File: src/rtl/bram_arbiter.sv
// Two-requester arbiter/sequencer in front of the single-port BRAM/accumulate datapath.
// Define ARB_FIXED_PRIO_EN for fixed priority (requester 0 wins); default is round-robin.
module bram_arbiter #(
   parameter int DATA_WIDTH = 8,
   parameter int ADDR_WIDTH = 4,
   parameter int RD_LAT     = 6
) (
   input  logic                  clk,
   input  logic                  rst,
   input  logic                  req0,
   input  logic                  req1,
   input  logic [1:0]            op0,
   input  logic [1:0]            op1,
   input  logic [ADDR_WIDTH-1:0] addr0,
   input  logic [ADDR_WIDTH-1:0] addr1,
   input  logic [DATA_WIDTH-1:0] wdata0,
   input  logic [DATA_WIDTH-1:0] wdata1,
   output logic                  gnt0,
   output logic                  gnt1,
   output logic                  rvalid0,
   output logic                  rvalid1,
   output logic [DATA_WIDTH-1:0] rdata,
   output logic                  rcarry,
   output logic                  busy,
   output logic [2:0]            select,
   output logic [ADDR_WIDTH-1:0] bram_addr,
   output logic [DATA_WIDTH-1:0] bram_data,
   input  logic [DATA_WIDTH-1:0] dout,
   input  logic                  cout
);

   localparam int CW = (RD_LAT > 1) ? $clog2(RD_LAT) : 1;
   localparam logic [1:0] OP_ILLEGAL = 2'b00;
   localparam logic [1:0] OP_WRITE   = 2'b10;

   typedef enum logic [1:0] {IDLE, ISSUE, WAIT, CAPTURE} state_t;

   state_t                state;
   state_t                state_nxt;
   logic [CW-1:0]         wait_cnt;
   logic [1:0]            cmd_op;
   logic                  cmd_owner;
   logic [ADDR_WIDTH-1:0] addr_q;
   logic [DATA_WIDTH-1:0] data_q;
   logic                  grant_any;
   logic                  winner;
   logic [1:0]            win_op;
   logic [ADDR_WIDTH-1:0] win_addr;
   logic [DATA_WIDTH-1:0] win_data;

`ifdef ARB_FIXED_PRIO_EN
   always_comb begin
      winner = ~req0;
   end
`else
   logic rr_ptr;

   // rr_ptr names the requester that wins the next simultaneous contest
   always_comb begin
      winner = (req0 && req1) ? rr_ptr : ~req0;
   end

   always_ff @(posedge clk) begin
      if (rst)
         rr_ptr <= 1'b0;
      else if (grant_any)
         rr_ptr <= ~winner;
   end
`endif

   // Grants only in IDLE and never while reset is held, so a pending request is not lost
   always_comb begin
      grant_any = (state == IDLE) && (req0 || req1) && !rst;
      win_op    = winner ? op1    : op0;
      win_addr  = winner ? addr1  : addr0;
      win_data  = winner ? wdata1 : wdata0;
   end

   always_ff @(posedge clk) begin
      if (rst)
         state <= IDLE;
      else
         state <= state_nxt;
   end

   always_comb begin
      state_nxt = state;
      case (state)
         IDLE:    if (grant_any) state_nxt = ISSUE;
         ISSUE: begin
            if (cmd_op == OP_WRITE || cmd_op == OP_ILLEGAL)
               state_nxt = IDLE;
            else if (RD_LAT == 1)
               state_nxt = CAPTURE;
            else
               state_nxt = WAIT;
         end
         WAIT:    if (wait_cnt == CW'(1)) state_nxt = CAPTURE;
         CAPTURE: state_nxt = IDLE;
         default: state_nxt = IDLE;
      endcase
   end

   // Illegal ops skip the BRAM entirely and answer with a zero result so the owner is released
   always_ff @(posedge clk) begin
      if (rst) begin
         cmd_op    <= OP_ILLEGAL;
         cmd_owner <= 1'b0;
         addr_q    <= '0;
         data_q    <= '0;
         wait_cnt  <= '0;
         rdata     <= '0;
         rcarry    <= 1'b0;
         rvalid0   <= 1'b0;
         rvalid1   <= 1'b0;
      end else begin
         rvalid0 <= 1'b0;
         rvalid1 <= 1'b0;
         if (grant_any) begin
            cmd_op    <= win_op;
            cmd_owner <= winner;
            if (win_op != OP_ILLEGAL) begin
               addr_q <= win_addr;
               data_q <= win_data;
            end
         end
         case (state)
            ISSUE: begin
               wait_cnt <= CW'(RD_LAT - 1);
               if (cmd_op == OP_ILLEGAL) begin
                  rdata   <= '0;
                  rcarry  <= 1'b0;
                  rvalid0 <= ~cmd_owner;
                  rvalid1 <= cmd_owner;
               end
            end
            WAIT: wait_cnt <= wait_cnt - CW'(1);
            CAPTURE: begin
               rdata   <= dout;
               rcarry  <= cout;
               rvalid0 <= ~cmd_owner;
               rvalid1 <= cmd_owner;
            end
            default: ;
         endcase
      end
   end

   always_comb begin
      busy      = (state != IDLE);
      select    = (state != IDLE) ? {1'b0, cmd_op} : 3'b000;
      gnt0      = grant_any && !winner;
      gnt1      = grant_any && winner;
      bram_addr = addr_q;
      bram_data = data_q;
   end

endmodule

File: config.mk
export PLATFORM = sky130hd
export DESIGN_NAME = bram_arbiter
export DESIGN_NICKNAME = d
export VERILOG_FILES = /design/src/rtl/bram_arbiter.sv
export SDC_FILE = /design/constraint.sdc
export NUM_CORES = 1
export LEC_CHECK = 0
export BUFFER_PORTS_ARGS = -buffer_cell sky130_fd_sc_hd__buf_2
export CAP_MARGIN = 5
export CORE_ASPECT_RATIO = 0.9
export CORE_UTILIZATION = 42
export CTS_CLUSTER_DIAMETER = 150
export DETAILED_ROUTE_END_ITERATION = 16
export PLACE_DENSITY = 0.85
export SLEW_MARGIN = 15
export SYNTH_ARGS = -nofsm -noshare
export SYNTH_HDL_FRONTEND = slang
export SYNTH_SLANG_ARGS = --single-unit
File: constraint.sdc
create_clock -name clk -period 1.9 [get_ports clk]
set_clock_uncertainty 0.2 [all_clocks]
set_input_delay 0.38 -clock clk [delete_from_list [all_inputs] [get_ports clk]]
set_output_delay 0.38 -clock clk [all_outputs]
set_load 0.05 [all_outputs]
==> results of run 1 <==
==> per-layer routing <==
| layer | global-route usage, % | share of wire [%] | up-vias |
|---|---|---|---|
| li1 | - | - | 831 |
| met1 | 24.3 | 48 | 751 |
| met2 | 30.6 | 47 | 45 |
| met3 | 5.83 | 4.3 | 2 |
| met4 | 7.60 | 0.65 | 0 |
| met5 | 0 | 0 | - |
==> power groups by stage <==
| stage | logic [W] | registers [W] | clock network (W) |
|---|---|---|---|
| floorplan | 0.000250 | 0.000835 | 0 |
| global placement | 0.000485 | 0.000751 | 0 |
| detailed placement | 0.000495 | 0.000753 | 0 |
| CTS | 0.000533 | 0.000738 | 0.000547 |
| global route | 0.000596 | 0.000744 | 0.000581 |
| finish | 0.000558 | 0.000740 | 0.000535 |
==> how the worst min path moves through the flow <==
stage	startpoint	to	slack, ps	cells after the start
6_report	dout[1]	rdata[1]	180	3
5_1_grt	dout[4]	rdata[4]	170	3
4_1_cts	dout[6]	rdata[6]	170	3
3_5_place_dp	rdata[6]	rdata[6]	240	2
3_3_place_gp	rdata[6]	rdata[6]	240	2
2_1_floorplan	cmd_owner	rvalid0	220	1
==> tightest hold or removal path: cells and delay by family <==
family | cells | cell delay (ps)
AO/OA/AOI/OAI | 2 | 130
buffers and inverters | 1 | 100
==> per-stage QoR <==
| step | hold WS, ps | utilization [%] | instances | power (W) |
|---|---|---|---|---|
| final | 178 | 63.8 | 326 | 0.00183 |
| after global routing | 171 | 63.8 | 326 | 0.00192 |
| after CTS | 168 | 62.8 | 323 | 0.00182 |
| after detailed placement | 241 | 58.0 | 313 | 0.00125 |
| after global placement | 236 | 58.0 | 313 | 0.00124 |
| after floorplan | 217 | - | 192 | 0.00108 |
==> layout by cell type, fill, tap and decap left out, types with 2 or more instances in the layout <==
master / synthesis / layout
a21oi_1: 28 / 28
dfxtp_1: 32 / 30
buf_6: 1 / 3
ha_1: 7 / 6
clkbuf_1: 8 / 2
o211ai_1: 10 / 10
nand2_1: 37 / 37
inv_1: 7 / 4
clkbuf_8: 0 / 6
o21ai_0: 4 / 4
nand2b_1: 2 / 2
buf_2: 0 / 63
and2b_1: 2 / 2
buf_4: 1 / 21
nand3_1: 2 / 2
and2_4: 0 / 2
buf_8: 0 / 2
mux2_4: 0 / 12
o211a_1: 2 / 2
dfxtp_2: 0 / 2
inv_2: 0 / 2
nor2_1: 5 / 4
nor2b_1: 12 / 12
==> cell type report <==
cell class / count / share of cell area, %
clock buffers: 8 / 3.81
inverters: 8 / 1.43
multi-input cells: 142 / 41.6
flip-flops and latches: 32 / 27.2
well taps: 46 / 2.43
repair buffers: 90 / 23.5
==> flip-flops by register name (all words and copies together) (netlist names), named ones only <==
register	cells
rvalid0	1
bram_addr	4
cmd_op	2
rdata	8
rvalid1	1
rcarry	1
cmd_owner	1
state	1
bram_data	8
wait_cnt	3
rr_ptr	1
==> logic make-up (layout without fill, tap and decap cells) <==
| group | after synthesis | count (layout) | synth area share [%] |
|---|---|---|---|
| flops | 32 | 32 | 39.5 |
| fa+ha+maj | 7 | 7 | 5.40 |
| buf+inv | 18 | 106 | 4.86 |
| mux | 13 | 13 | 8.95 |
| other cells | 1 | 1 | 0.231 |
| simple gates | 68 | 68 | 20.1 |
| compound gates | 53 | 53 | 21.0 |
==> timing repair <==
| action | CTS | global route |
|---|---|---|
| setup endpoints to repair | 16 | 17 |
| pin swaps | 3 | 2 |
| setup buffers | 2 | 3 |
| resized for setup | 21 | 6 |
==> results.yml, run 1 <==
status:
  status: "finished with violations"
  violations: "negative setup slack"
clocking:
  cts_tree: "done"
  clock_path_buffers: 2
  cts_root_buf: "clkbuf_8"
  htree_num_levels: 2
  clock_latency_ps: 280
  cts.sinks: 32
  clk_pin_slew_ps: 70
  cts_inserted_buffers: 5
  hold_buffers: 0
power:
  combPwrFrac_pct: 30.4
  pwr-share-clk_pct: 29.2
  p_leak_nw: 1.13
  switchingPower_w: 0.000581
  share_seq_of_total_power_pct: 40.4
  p_int_w: 0.00125
  peakVddDrop_uv: 381
  pwr_density_cell_mw_per_mm2: 775
  switching_share_pct: 31.7
logic_synthesis:
  synthTopCellsByCount: "nand2_1, dfxtp_1, a21oi_1, mux2_2, nor2b_1"
  syn_nets: 240
  syn_area_per_cell_um2: 8.45
  synth_edf_count: 0
  synth_most_common_cell: "nand2_1"
  synth_top_area_cell: "dfxtp_1"
  ys_ff_latch: 32
  ys_async_sr_fraction_pct: 0
  yosysTopAreaCellShare_pct: 39.5
  synth-warning-count: 0
  yosysSeqAreaShare_pct: 39.5
  synthTopCellsByArea: "dfxtp_1, a21oi_1, nand2_1, mux2_2, ha_1"
  syn-cell-area_mm2: 0.00162
  synth_cells: 192
  synth_ff_type: "dfxtp_1"
  ys_types: 35
floorplan:
  initial_utilization_pct: 43.8
  dieHeight_um: 60.9
  die_width_um: 67.5
  ios: 70
  rows: 21
  fp.dieArea_mm2: 0.00411
  core_mm2: 0.00370
detailed_routing:
  vias_per_cell: 5.00
  drc: 0
  wire_per_inst_um: 12.3
  routed_wl_um: 4010
  drtIter0Drc: 75
  vias: 1629
  first_pass_iters: 4
  ant_nets: 0
place:
  place_area_mm2: 0.00215
  io_buffers: 68
  dp_slack_ps: -106
  dpl.hpwl_um: 2800
  gp_congestion: 0.784
sta:
  rsz0062_at_grt: "yes"
  final_max_slew_viol_count: 0
  setup_ws_ps: -112
  tns_ps: -588
  post-route-period-util_pct: 106
  fmax_mhz: 497
  finalSetupViolCount: 16
  finalHoldViolCount: 0
  finalCriticalPeriod_ps: 2010
worst_setup_path:
  critPathTopFamily: "buffers and inverters"
  crit_path_top_delay_cell: "dfxtp_2"
  ff2ff_path_depth: 8
  cpMostUsedCell: "buf_6"
  path_class: "flip-flop to output pin"
  cp_cell_sequence: "inv_2, ha_4, buf_4, buf_6, and2b_1, buf_6"
  crit_end: "select[1]"
  critPathLaunchType: "flip-flop"
  cp-end-kind: "output pin"
  critPathMaxFanout: 4
  r2r_slack_ps: -20
  worst_r2r_endpoint: "bram_addr[3]"
  path_depth: 6
  slowest_delay_ps: 330
  required_ps: 1320
  worstPathArrival_ps: 1430
  crit_buf_inv: 4
grt:
  antenna_found_initial: 0
  grt_pass1_wl_um: 5860
  grt_use_total_pct: 19.2
  first_global_vias: 1343
  overflow: 0
  grt_max_degree: 25
final_layout:
  multi_input_area_um2: 983
  diodes: 0
  design_area_mm2: 0.00236
  n_fill_cell: 297
  drive_above_1_share_pct: 43.9
  area_delta_synth_final_pct: 45.8
  nNetsFinal: 327
  ff_latch_area_um2: 643
worst_hold_path:
  hp-class: "input pin to flip-flop"
job:
  drv_cap: 0
Power figures use the tool's default switching activity.
==> run 2: changes to the inputs <==
==> constraint.sdc (replaced) <==
create_clock -name clk -period 1.9 [get_ports clk]
set_clock_uncertainty 0.2 [all_clocks]
set_input_delay 0.57 -clock clk [delete_from_list [all_inputs] [get_ports clk]]
set_output_delay 0.57 -clock clk [all_outputs]
set_load 0.05 [all_outputs]
==> results.yml, run 2 (synthesis gave the netlist of run 1 again) <==
worst_setup_path:
  critPathMaxFanout: 3
  path_class: "flip-flop to output pin"
  worstPathArrival_ps: 1490
  ff2ff_path_depth: 8
  cp_cell_sequence: "inv_2, ha_4, clkinvlp_4, or2_4, nor2_4, buf_8"
  cp-end-kind: "output pin"
  required_ps: 1130
  critPathLaunchType: "flip-flop"
  worst_r2r_endpoint: "bram_data[5]"
  r2r_slack_ps: -70
  crit_buf_inv: 3
  slowest_delay_ps: 330
  critPathTopFamily: "simple AND/OR/NAND/NOR gates"
  crit_path_top_delay_cell: "dfxtp_2"
final_layout:
  diodes: 0
  nNetsFinal: 335
  final_cell_mix: "buf_2, nand2_1, dfxtp_1, a21oi_1, buf_4"
  n_fill_cell: 303
  final_cells: 334
  layout_commonest_cell: "buf_2"
  area_delta_synth_final_pct: 51.1
  design_area_mm2: 0.00245
  drive_above_1_share_pct: 47.9
place:
  dp_slack_ps: -368
  place_area_mm2: 0.00221
  dpl.hpwl_um: 2930
  gp_congestion: 0.833
  io_buffers: 68
  place_inst: 319
detailed_routing:
  drtIter0Drc: 74
  vias: 1669
  ant_nets: 0
  wire_per_inst_um: 12.7
  routed_wl_um: 4230
  drc: 0
  vias_per_cell: 5.00
  first_pass_iters: 4
clocking:
  cts_inserted_buffers: 5
  cts_root_buf: "clkbuf_8"
  hold_buffers: 0
  cts.sinks: 32
  clock_path_buffers: 2
  clock_latency_ps: 280
  clk_pin_slew_ps: 70
  cts_tree: "done"
  htree_num_levels: 2
grt:
  grt_use_total_pct: 20.5
  antenna_found_initial: 0
  first_global_vias: 1405
  overflow: 0
  grt_pass1_wl_um: 6210
  grt_max_degree: 25
sta:
  finalSetupViolCount: 17
  finalCriticalPeriod_ps: 2260
  finalHoldViolCount: 0
  final_max_slew_viol_count: 0
  tns_ps: -2120
  fmax_mhz: 443
  rsz0062_at_grt: "yes"
  setup_ws_ps: -358
  post-route-period-util_pct: 119
floorplan:
  fp.dieArea_mm2: 0.00411
  rows: 21
  dieHeight_um: 60.9
  core_mm2: 0.00370
  initial_utilization_pct: 43.8
  ios: 70
  die_width_um: 67.5
power:
  finalPower_w: 0.00187
  pwr_density_cell_mw_per_mm2: 765
  peakVddDrop_uv: 477
  p_leak_nw: 1.17
worst_hold_path:
  hp-class: "flip-flop to flip-flop"
  worstHoldStart: "rdata[0]"
  whs_path_depth: 2
  min_to: "rdata[0]"
status:
  violations: "negative setup slack"
  status: "finished with violations"
job:
  drv_cap: 0
==> run 2: cell types whose count changed in the layout (fill, tap and decap cells not counted), moves of 2 or more <==
cell / change
buf_6: +4
mux2_2: +2
mux2_4: -2
a21oi_2: +2
clkinv_2: +2
clkbuf_1: -2
a21oi_1: -2
buf_4: +4
==> run 2: stage by stage <==
stage          util, %  hold slack [ps]
5_1_grt           66.1              266
2_1_floorplan        -              217
3_3_place_gp      59.6              236
4_1_cts           64.7              251
6_report          66.1              248
3_5_place_dp      59.6              242
==> run 2: worst min-delay path, stage by stage (launching register included) <==
cell and delay (ps):
dfxtp_1 300, nand2_1 50, a21oi_1 50
==> run 2: area by class of cell <==
class	count	area [µm²]	share of cell area, %
Multi-Input combinational cell	142	992	40.5
Tap cell	46	57.6	2.35
Timing Repair Buffer	98	627	25.6
Sequential cell	32	643	26.3
Clock inverter	2	10.0	0.409
Inverter	8	37.5	1.53
Clock buffer	6	82.6	3.37
==> run 2: repair_timing <==
item	CTS	global route
resized for setup	22	6
setup endpoints to repair	17	17
pin swaps	3	3
buffers inserted	5	4
==> run 2: worst max path at each step <==
stage / cells past startpoint / endpoint / slack, ps / startpoint
floorplan: 5 / gnt1 / -320 / flip-flop
CTS: 6 / gnt1 / -310 / state[0]
detailed placement: 5 / gnt1 / -370 / rst
global route: 6 / gnt1 / -390 / flip-flop
global placement: 5 / gnt1 / -340 / rst
finish: 6 / gnt1 / -360 / flip-flop
==> run 2: power breakdown <==
group | internal, W | switching [W] | total [W]
Combinational | 0.000267 | 0.000325 | 0.000592
Clock | 0.000289 | 0.000253 | 0.000541
Sequential | 0.000712 | 0.0000276 | 0.000740
Total | 0.00127 | 0.000605 | 0.00187
==> run 2: per-layer routing <==
| layer | track usage, % | routed length (µm) | vias up |
|---|---|---|---|
| met5 | 0 | 0 | - |
| met4 | 9.42 | 50 | 0 |
| met3 | 4.51 | 185 | 5 |
| met2 | 34.1 | 2120 | 46 |
| met1 | 25.2 | 1880 | 771 |
| li1 | - | - | 847 |
